File: src/rtl/div_radix2.sv
// -----------------------------------------------------------------------------
// div_radix2 -- iterative restoring radix-2 divider for the E stage (DIV/DIVU)
//
// Computes a 32-bit quotient and remainder. The operands are converted to
// magnitudes, one quotient bit is produced per cycle for 32 cycles, and the
// signs are applied on the final step. The result is registered into result_o
// as {remainder, quotient}, which maps directly onto {HI, LO}.
//
// Optional feature (macro DIV_ZERO_FAST_EN):
//   defined   : a zero divisor takes the short path FREE -> BY_ZERO -> END and
//               returns result_o = 0 with ready_o high two cycles after start.
//   undefined : there is no BY_ZERO state; a zero divisor runs the full 32
//               steps (magnitude quotient all ones, remainder = dividend).
//
// Ports
//   clk           in   1   clock, all state updates on the rising edge
//   rst           in   1   synchronous active-high reset
//   start_i       in   1   divide request (DIV/DIVU in E stage)
//   signed_div_i  in   1   1 = signed DIV, 0 = unsigned DIVU
//   opdata1_i     in  32   dividend (rs)
//   opdata2_i     in  32   divisor  (rt)
//   annul_i       in   1   flush; aborts any divide in progress
//   hold_i        in   1   E stage held by other stall sources
//   result_o      out 64   {remainder, quotient}
//   ready_o       out  1   result_o valid (registered, high only in END)
//   stateDbg      out  2   current FSM state encoding, for observation only
//
// Handshake: a request is taken when start_i=1 and annul_i=0 while the FSM
// is in FREE; the operands are captured on that edge and never looked at
// again. ready_o=1 marks result_o valid. The result is consumed on the first
// END cycle with hold_i=0, after which the FSM returns to FREE. annul_i
// cancels everything and wins over hold_i and over completion.
// -----------------------------------------------------------------------------
module div_radix2 (
  input  logic        clk,
  input  logic        rst,
  input  logic        start_i,
  input  logic        signed_div_i,
  input  logic [31:0] opdata1_i,
  input  logic [31:0] opdata2_i,
  input  logic        annul_i,
  input  logic        hold_i,
  output logic [63:0] result_o,
  output logic        ready_o,
  output logic [1:0]  stateDbg
);

  typedef enum logic [1:0] {
    FREE    = 2'd0,
`ifdef DIV_ZERO_FAST_EN
    BY_ZERO = 2'd1,
`endif
    ON      = 2'd2,
    END     = 2'd3
  } divState_e;

  divState_e   state;
  divState_e   stateNext;

  logic [4:0]  count;       // step index 0..31 while in ON
  logic [31:0] quo;         // dividend bits shift out the top, quotient bits shift in
  logic [31:0] rem;         // partial remainder magnitude
  logic [31:0] divisorMag;
  logic        negQuo;      // operand signs differ (signed mode only)
  logic        negRem;      // dividend negative (signed mode only)

  logic        startAccept;
  logic        op1Neg;
  logic        op2Neg;
  logic [31:0] op1Mag;
  logic [31:0] op2Mag;
  logic [32:0] partial;
  logic        subOk;
  logic [31:0] remStep;
  logic [31:0] quoStep;
  logic [63:0] finalResult;

  assign stateDbg = state;

  // ---------------------------------------------------------------------------
  // Operand capture helpers
  // ---------------------------------------------------------------------------
  assign startAccept = (state == FREE) && start_i && !annul_i;
  assign op1Neg      = signed_div_i & opdata1_i[31];
  assign op2Neg      = signed_div_i & opdata2_i[31];
  // Two's-complement negate; 0x80000000 maps to itself, which is the correct
  // unsigned magnitude 2^31.
  assign op1Mag      = op1Neg ? (~opdata1_i + 32'd1) : opdata1_i;
  assign op2Mag      = op2Neg ? (~opdata2_i + 32'd1) : opdata2_i;

  // ---------------------------------------------------------------------------
  // One restoring step: shift the next dividend bit into the remainder and
  // try to subtract the divisor. The partial value is 33 bits wide because the
  // shifted remainder can exceed 32 bits before the subtract. When the
  // subtract succeeds the difference is below the divisor, so the low 32 bits
  // of the subtraction are exact.
  // ---------------------------------------------------------------------------
  assign partial = {rem, quo[31]};
  assign subOk   = (partial >= {1'b0, divisorMag});
  assign remStep = subOk ? (partial[31:0] - divisorMag) : partial[31:0];
  assign quoStep = {quo[30:0], subOk};

  // Sign correction applied on the value produced by the last step.
  assign finalResult = {(negRem ? (~remStep + 32'd1) : remStep),
                        (negQuo ? (~quoStep + 32'd1) : quoStep)};

  // ---------------------------------------------------------------------------
  // FSM: state register
  // ---------------------------------------------------------------------------
  always_ff @(posedge clk) begin
    if (rst) begin
      state <= FREE;
    end else begin
      state <= stateNext;
    end
  end

  // ---------------------------------------------------------------------------
  // FSM: next state. annul_i is checked before hold_i and before the final
  // step so a flush always wins.
  // ---------------------------------------------------------------------------
  always_comb begin
    stateNext = state;
    case (state)
      FREE: begin
        if (start_i && !annul_i) begin
`ifdef DIV_ZERO_FAST_EN
          if (opdata2_i == 32'd0) begin
            stateNext = BY_ZERO;
          end else begin
            stateNext = ON;
          end
`else
          stateNext = ON;
`endif
        end
      end
`ifdef DIV_ZERO_FAST_EN
      BY_ZERO: begin
        if (annul_i) begin
          stateNext = FREE;
        end else begin
          stateNext = END;
        end
      end
`endif
      ON: begin
        if (annul_i) begin
          stateNext = FREE;
        end else if (count == 5'd31) begin
          stateNext = END;
        end
      end
      END: begin
        if (annul_i || !hold_i) begin
          stateNext = FREE;
        end
      end
      default: begin
        stateNext = FREE;
      end
    endcase
  end

  // ---------------------------------------------------------------------------
  // Datapath and registered outputs. ready_o is derived from the next state so
  // it is high exactly while the FSM sits in END. result_o is written only on
  // the edge that enters END, so it is stable throughout END and keeps its
  // value in FREE.
  // ---------------------------------------------------------------------------
  always_ff @(posedge clk) begin
    if (rst) begin
      count      <= 5'd0;
      quo        <= 32'd0;
      rem        <= 32'd0;
      divisorMag <= 32'd0;
      negQuo     <= 1'b0;
      negRem     <= 1'b0;
      result_o   <= 64'd0;
      ready_o    <= 1'b0;
    end else begin
      ready_o <= (stateNext == END);
      if (startAccept) begin
        count      <= 5'd0;
        quo        <= op1Mag;
        rem        <= 32'd0;
        divisorMag <= op2Mag;
        negQuo     <= op1Neg ^ op2Neg;
        negRem     <= op1Neg;
      end else if ((state == ON) && !annul_i) begin
        quo   <= quoStep;
        rem   <= remStep;
        count <= count + 5'd1;
        if (count == 5'd31) begin
          result_o <= finalResult;
        end
      end
`ifdef DIV_ZERO_FAST_EN
      else if ((state == BY_ZERO) && !annul_i) begin
        result_o <= 64'd0;
      end
`endif
    end
  end

endmodule

File: config.mk
export PLATFORM = sky130hd
export DESIGN_NAME = div_radix2
export DESIGN_NICKNAME = d
export VERILOG_FILES = /design/src/rtl/div_radix2.sv
export SDC_FILE = /design/constraint.sdc
export NUM_CORES = 1
export LEC_CHECK = 0
export BUFFER_PORTS_ARGS = -buffer_cell sky130_fd_sc_hd__buf_2
export CAP_MARGIN = 0
export CORE_AREA = 2 2 139 141
export CTS_CLUSTER_SIZE = 25
export DETAILED_ROUTE_END_ITERATION = 10
export DIE_AREA = 0 0 141 143
export PLACE_DENSITY = 0.88
export SLEW_MARGIN = 20
export SYNTH_ARGS = -nofsm -noshare
export SYNTH_HDL_FRONTEND = slang
export SYNTH_SLANG_ARGS = --single-unit
File: constraint.sdc
create_clock -name clk -period 15.4 [get_ports clk]
set_clock_uncertainty 0.2 [all_clocks]
set_input_delay 1.54 -clock clk [delete_from_list [all_inputs] [get_ports clk]]
set_output_delay 1.54 -clock clk [all_outputs]
set_load 0.05 [all_outputs]
==> impl_metrics.ini <==
[global_route]
antenna_found_initial = 0
grt-ovfl-total = 0
grt_pass1_vias = 10900
grt_usage = 0.350
grt_max_degree = 83
grt_first_pass_wirelength_um = 56400

[timing]
rsz0062_at_grt = false
finalHoldViolations = 0
clock.fmax_mhz = 178
worstMarginPinSlew_ns = 1.15
worst_slack_ns = 9.78
fin_tns_setup_ns = 0
setup_viol = 0
layout_min_cycle_time_ns = 5.62
slew_headroom = 0.212
drv_slew = 0
fin_crit_sh = 0.365

[clock_network]
cts_hold_buffers = 0
cts_setup_buffers = 0
clockRootBuffer = clkbuf_16
cts_buffers = 17
cts_max_level = 4
cts.sinks = 170
cts_resized = 0
clk_latency_ns = 0.44
path_clk_slew_ns = 0.07
clock_path_buffers = 2
cts_tree = built

[route]
wl_um = 35600
first_iter_violations = 1382
wire_per_inst_um = 19.1
drcViolationCount = 0
vias = 12200
firstDrtPassIters = 5
viasPerCell = 6.51
antenna_left = 0

[synth]
ys_warn_count = 0
synth_area_leader_cell = dfxtp_1
syn_area_sq_mm = 0.0116
ys_seq_area_frac = 0.293
synth_edf_count = 0
syn_avg_cell_area_sq_um = 7.46
netlist.area_leader.share = 0.293
synth_async_sr_flop_share = 0
synth_cell_types = 84
synthTopCellsByArea = dfxtp_1 29%, a21oi_1 6.6%, nor2_1 6.2%
syn_nets = 1664
ys.flop_type = dfxtp_1
synth_cells = 1555
ys_seq_elements = 170

[placed_design]
dp.cells = 1837
place_congestion = 0.973
dp_hpwl_um = 26200
dp_slack_ns = 9.97
port_buffers = 136

[critical_path]
slowest_stage = inv_2
r2r_start = divisorMag[3]$_SDFFE_PP0P_
crit_buf_inv = 3
end_kind = flop
critPathTopFamily = compound AO/OA/AOI/OAI gates
cp-start-kind = flop
required_ns = 15.49
crit_arrival_ns = 5.71
reg2reg_setup_slack_ns = 9.78
crit_start = divisorMag[3]$_SDFFE_PP0P_
crit_path_max_fanout = 52
crit_chain = inv_1 -> ha_1 -> a21o_1 -> a21oi_4 -> a211oi_2 -> o2111a_2 -> or3_2 -> buf_4 -> inv_2 -> ha_1 -> nand3_1 -> or3_1 -> o21a_1 -> a21oi_1 -> nand2_1 -> xnor2_1 -> nor2_1 -> a21oi_1 -> nor2_1
critPathKind = reg2reg
slowest_delay_ns = 0.70

[power]
power_density_mw_per_mm2 = 104
intPower_mw = 0.820
switching_share = 0.383
p_total_mw = 1.33
power_frac_seq = 0.353
power.switching_mw = 0.509
clkPwrFrac = 0.325
p_leak_nw = 4.95
p_comb_frac = 0.321
ir_drop_mv = 0.0863

[die]
start_util = 0.624
die_h_um = 143
core_region_area_sq_mm = 0.0186
dieArea_sq_mm = 0.0202
io_pins = 137
row_count = 50
die_w_um = 141

[run]
max-cap-violations = 0

[worst_hold_path]
min_from = result_o[56]$_SDFFE_PP0P_
hold_path_class = reg2reg

[status]
status = complete, no violations

[final_layout]
fin_util = 0.691
antennaDiodeCount = 0
syn_to_final_growth_pct = 10.6
drive_gt1_frac = 0.125
fin_cells = 1869
nets = 1731
-- cell usage after synthesis, types with 4 or more instances --
cell,instances
nand2_1,142
mux2i_1,18
nand4_1,17
nand2b_1,9
o31ai_1,19
a311oi_1,6
a31o_2,4
nor3b_1,7
buf_4,4
or4_1,9
nor2b_1,7
a221oi_1,27
nor4_1,28
ha_1,38
nor3_1,42
o211ai_1,9
and2_1,13
o21ai_0,74
nor2_1,192
buf_1,10
a31oi_1,14
clkbuf_1,69
a21boi_0,4
o21ai_1,7
xnor2_1,74
nand3_1,23
a21oi_1,152
a211oi_1,86
nand3b_1,8
o21a_1,9
o221ai_1,7
buf_2,11
xor2_1,45
o2111ai_1,4
inv_1,84
or3_1,21
o41ai_1,8
a21o_1,11
dfxtp_1,170
and3_1,13
-- registers in the layout, indices dropped and copies added (netlist names) --
name	flops
result_o	64
divisorMag	32
quo	32
rem	32
count	5
stateDbg	2
negQuo	1
negRem	1
ready_o	1
-- tightest hold or removal path: stages (launching register included) --
cell     delay (ns)
dfxtp_1        0.31
nand2_1        0.05
nand2_1        0.04
-- layout make-up --
cell class	count	area, sq um
repair buffers	145	751
clock inverters	14	144
well taps	234	293
flip-flops and latches	170	3400
inverters	87	327
multi-input cells	1201	7480
fillers	1534	5750
clock buffers	18	439
-- metal layers --
layer / up-vias / GRT usage / share of wire
li1: 5765 / - / -
met1: 5701 / 0.464 / 0.42
met2: 588 / 0.563 / 0.45
met3: 113 / 0.0744 / 0.087
met4: 0 / 0.135 / 0.039
met5: - / 0 / 0
-- cells by family (layout without fill, tap and decap cells) --
| group | after synthesis | in the layout | share of synthesized area |
|---|---|---|---|
| AO/OA/AOI/OAI | 478 | 478 | 0.271 |
| XOR/XNOR | 119 | 119 | 0.0898 |
| adder cells (fa/ha/maj) | 39 | 39 | 0.0427 |
| buffers and inverters | 184 | 264 | 0.0639 |
| flip-flops | 170 | 170 | 0.293 |
| multiplexers | 20 | 20 | 0.0175 |
| AND/OR/NAND/NOR | 545 | 545 | 0.222 |
-- through the flow --
step / hold slack (ns) / cell area [sq um]
finish: 0.249 / 12800
global route: 0.266 / 12800
CTS: 0.250 / 12800
detailed placement: 0.240 / 12300
global placement: 0.234 / 12300
floorplan: 0.232 / 11600
-- power by group through the flow --
stage | clock network, mW | logic, mW | registers (mW)
floorplan | 0 | 0.308 | 0.475
global placement | 0 | 0.406 | 0.478
detailed placement | 0 | 0.411 | 0.479
CTS | 0.429 | 0.415 | 0.469
global route | 0.450 | 0.463 | 0.472
finish | 0.432 | 0.427 | 0.470
-- path summary, 6_finish.rpt --
kind,cells past startpoint,to
setup / recovery,19,result_o[30]$_SDFFE_PP0P_
hold / removal,2,result_o[56]$_SDFFE_PP0P_
setup reg to reg,19,result_o[30]$_SDFFE_PP0P_
hold reg to reg,2,result_o[56]$_SDFFE_PP0P_
-- placed cells by master (no fill, tap or decap), types with 8 or more instances in the layout --
cell type | Yosys | final
nor2_1 | 192 | 192
dfxtp_1 | 170 | 170
a21oi_1 | 152 | 152
nand2_1 | 142 | 142
buf_2 | 11 | 135
a211oi_1 | 86 | 86
inv_1 | 84 | 84
o21ai_0 | 74 | 74
xnor2_1 | 74 | 74
xor2_1 | 45 | 45
nor3_1 | 42 | 41
ha_1 | 38 | 38
nor4_1 | 28 | 28
a221oi_1 | 27 | 27
nand3_1 | 23 | 23
or3_1 | 21 | 20
o31ai_1 | 19 | 19
mux2i_1 | 18 | 18
nand4_1 | 17 | 17
clkbuf_16 | 0 | 17
a31oi_1 | 14 | 14
and2_1 | 13 | 13
a21o_1 | 11 | 11
and3_1 | 13 | 11
buf_4 | 4 | 10
o211ai_1 | 9 | 9
o21a_1 | 9 | 9
nand2b_1 | 9 | 9
or4_1 | 9 | 9
nand3b_1 | 8 | 8
o41ai_1 | 8 | 8
No activity file was read; power rests on OpenSTA's default activity.
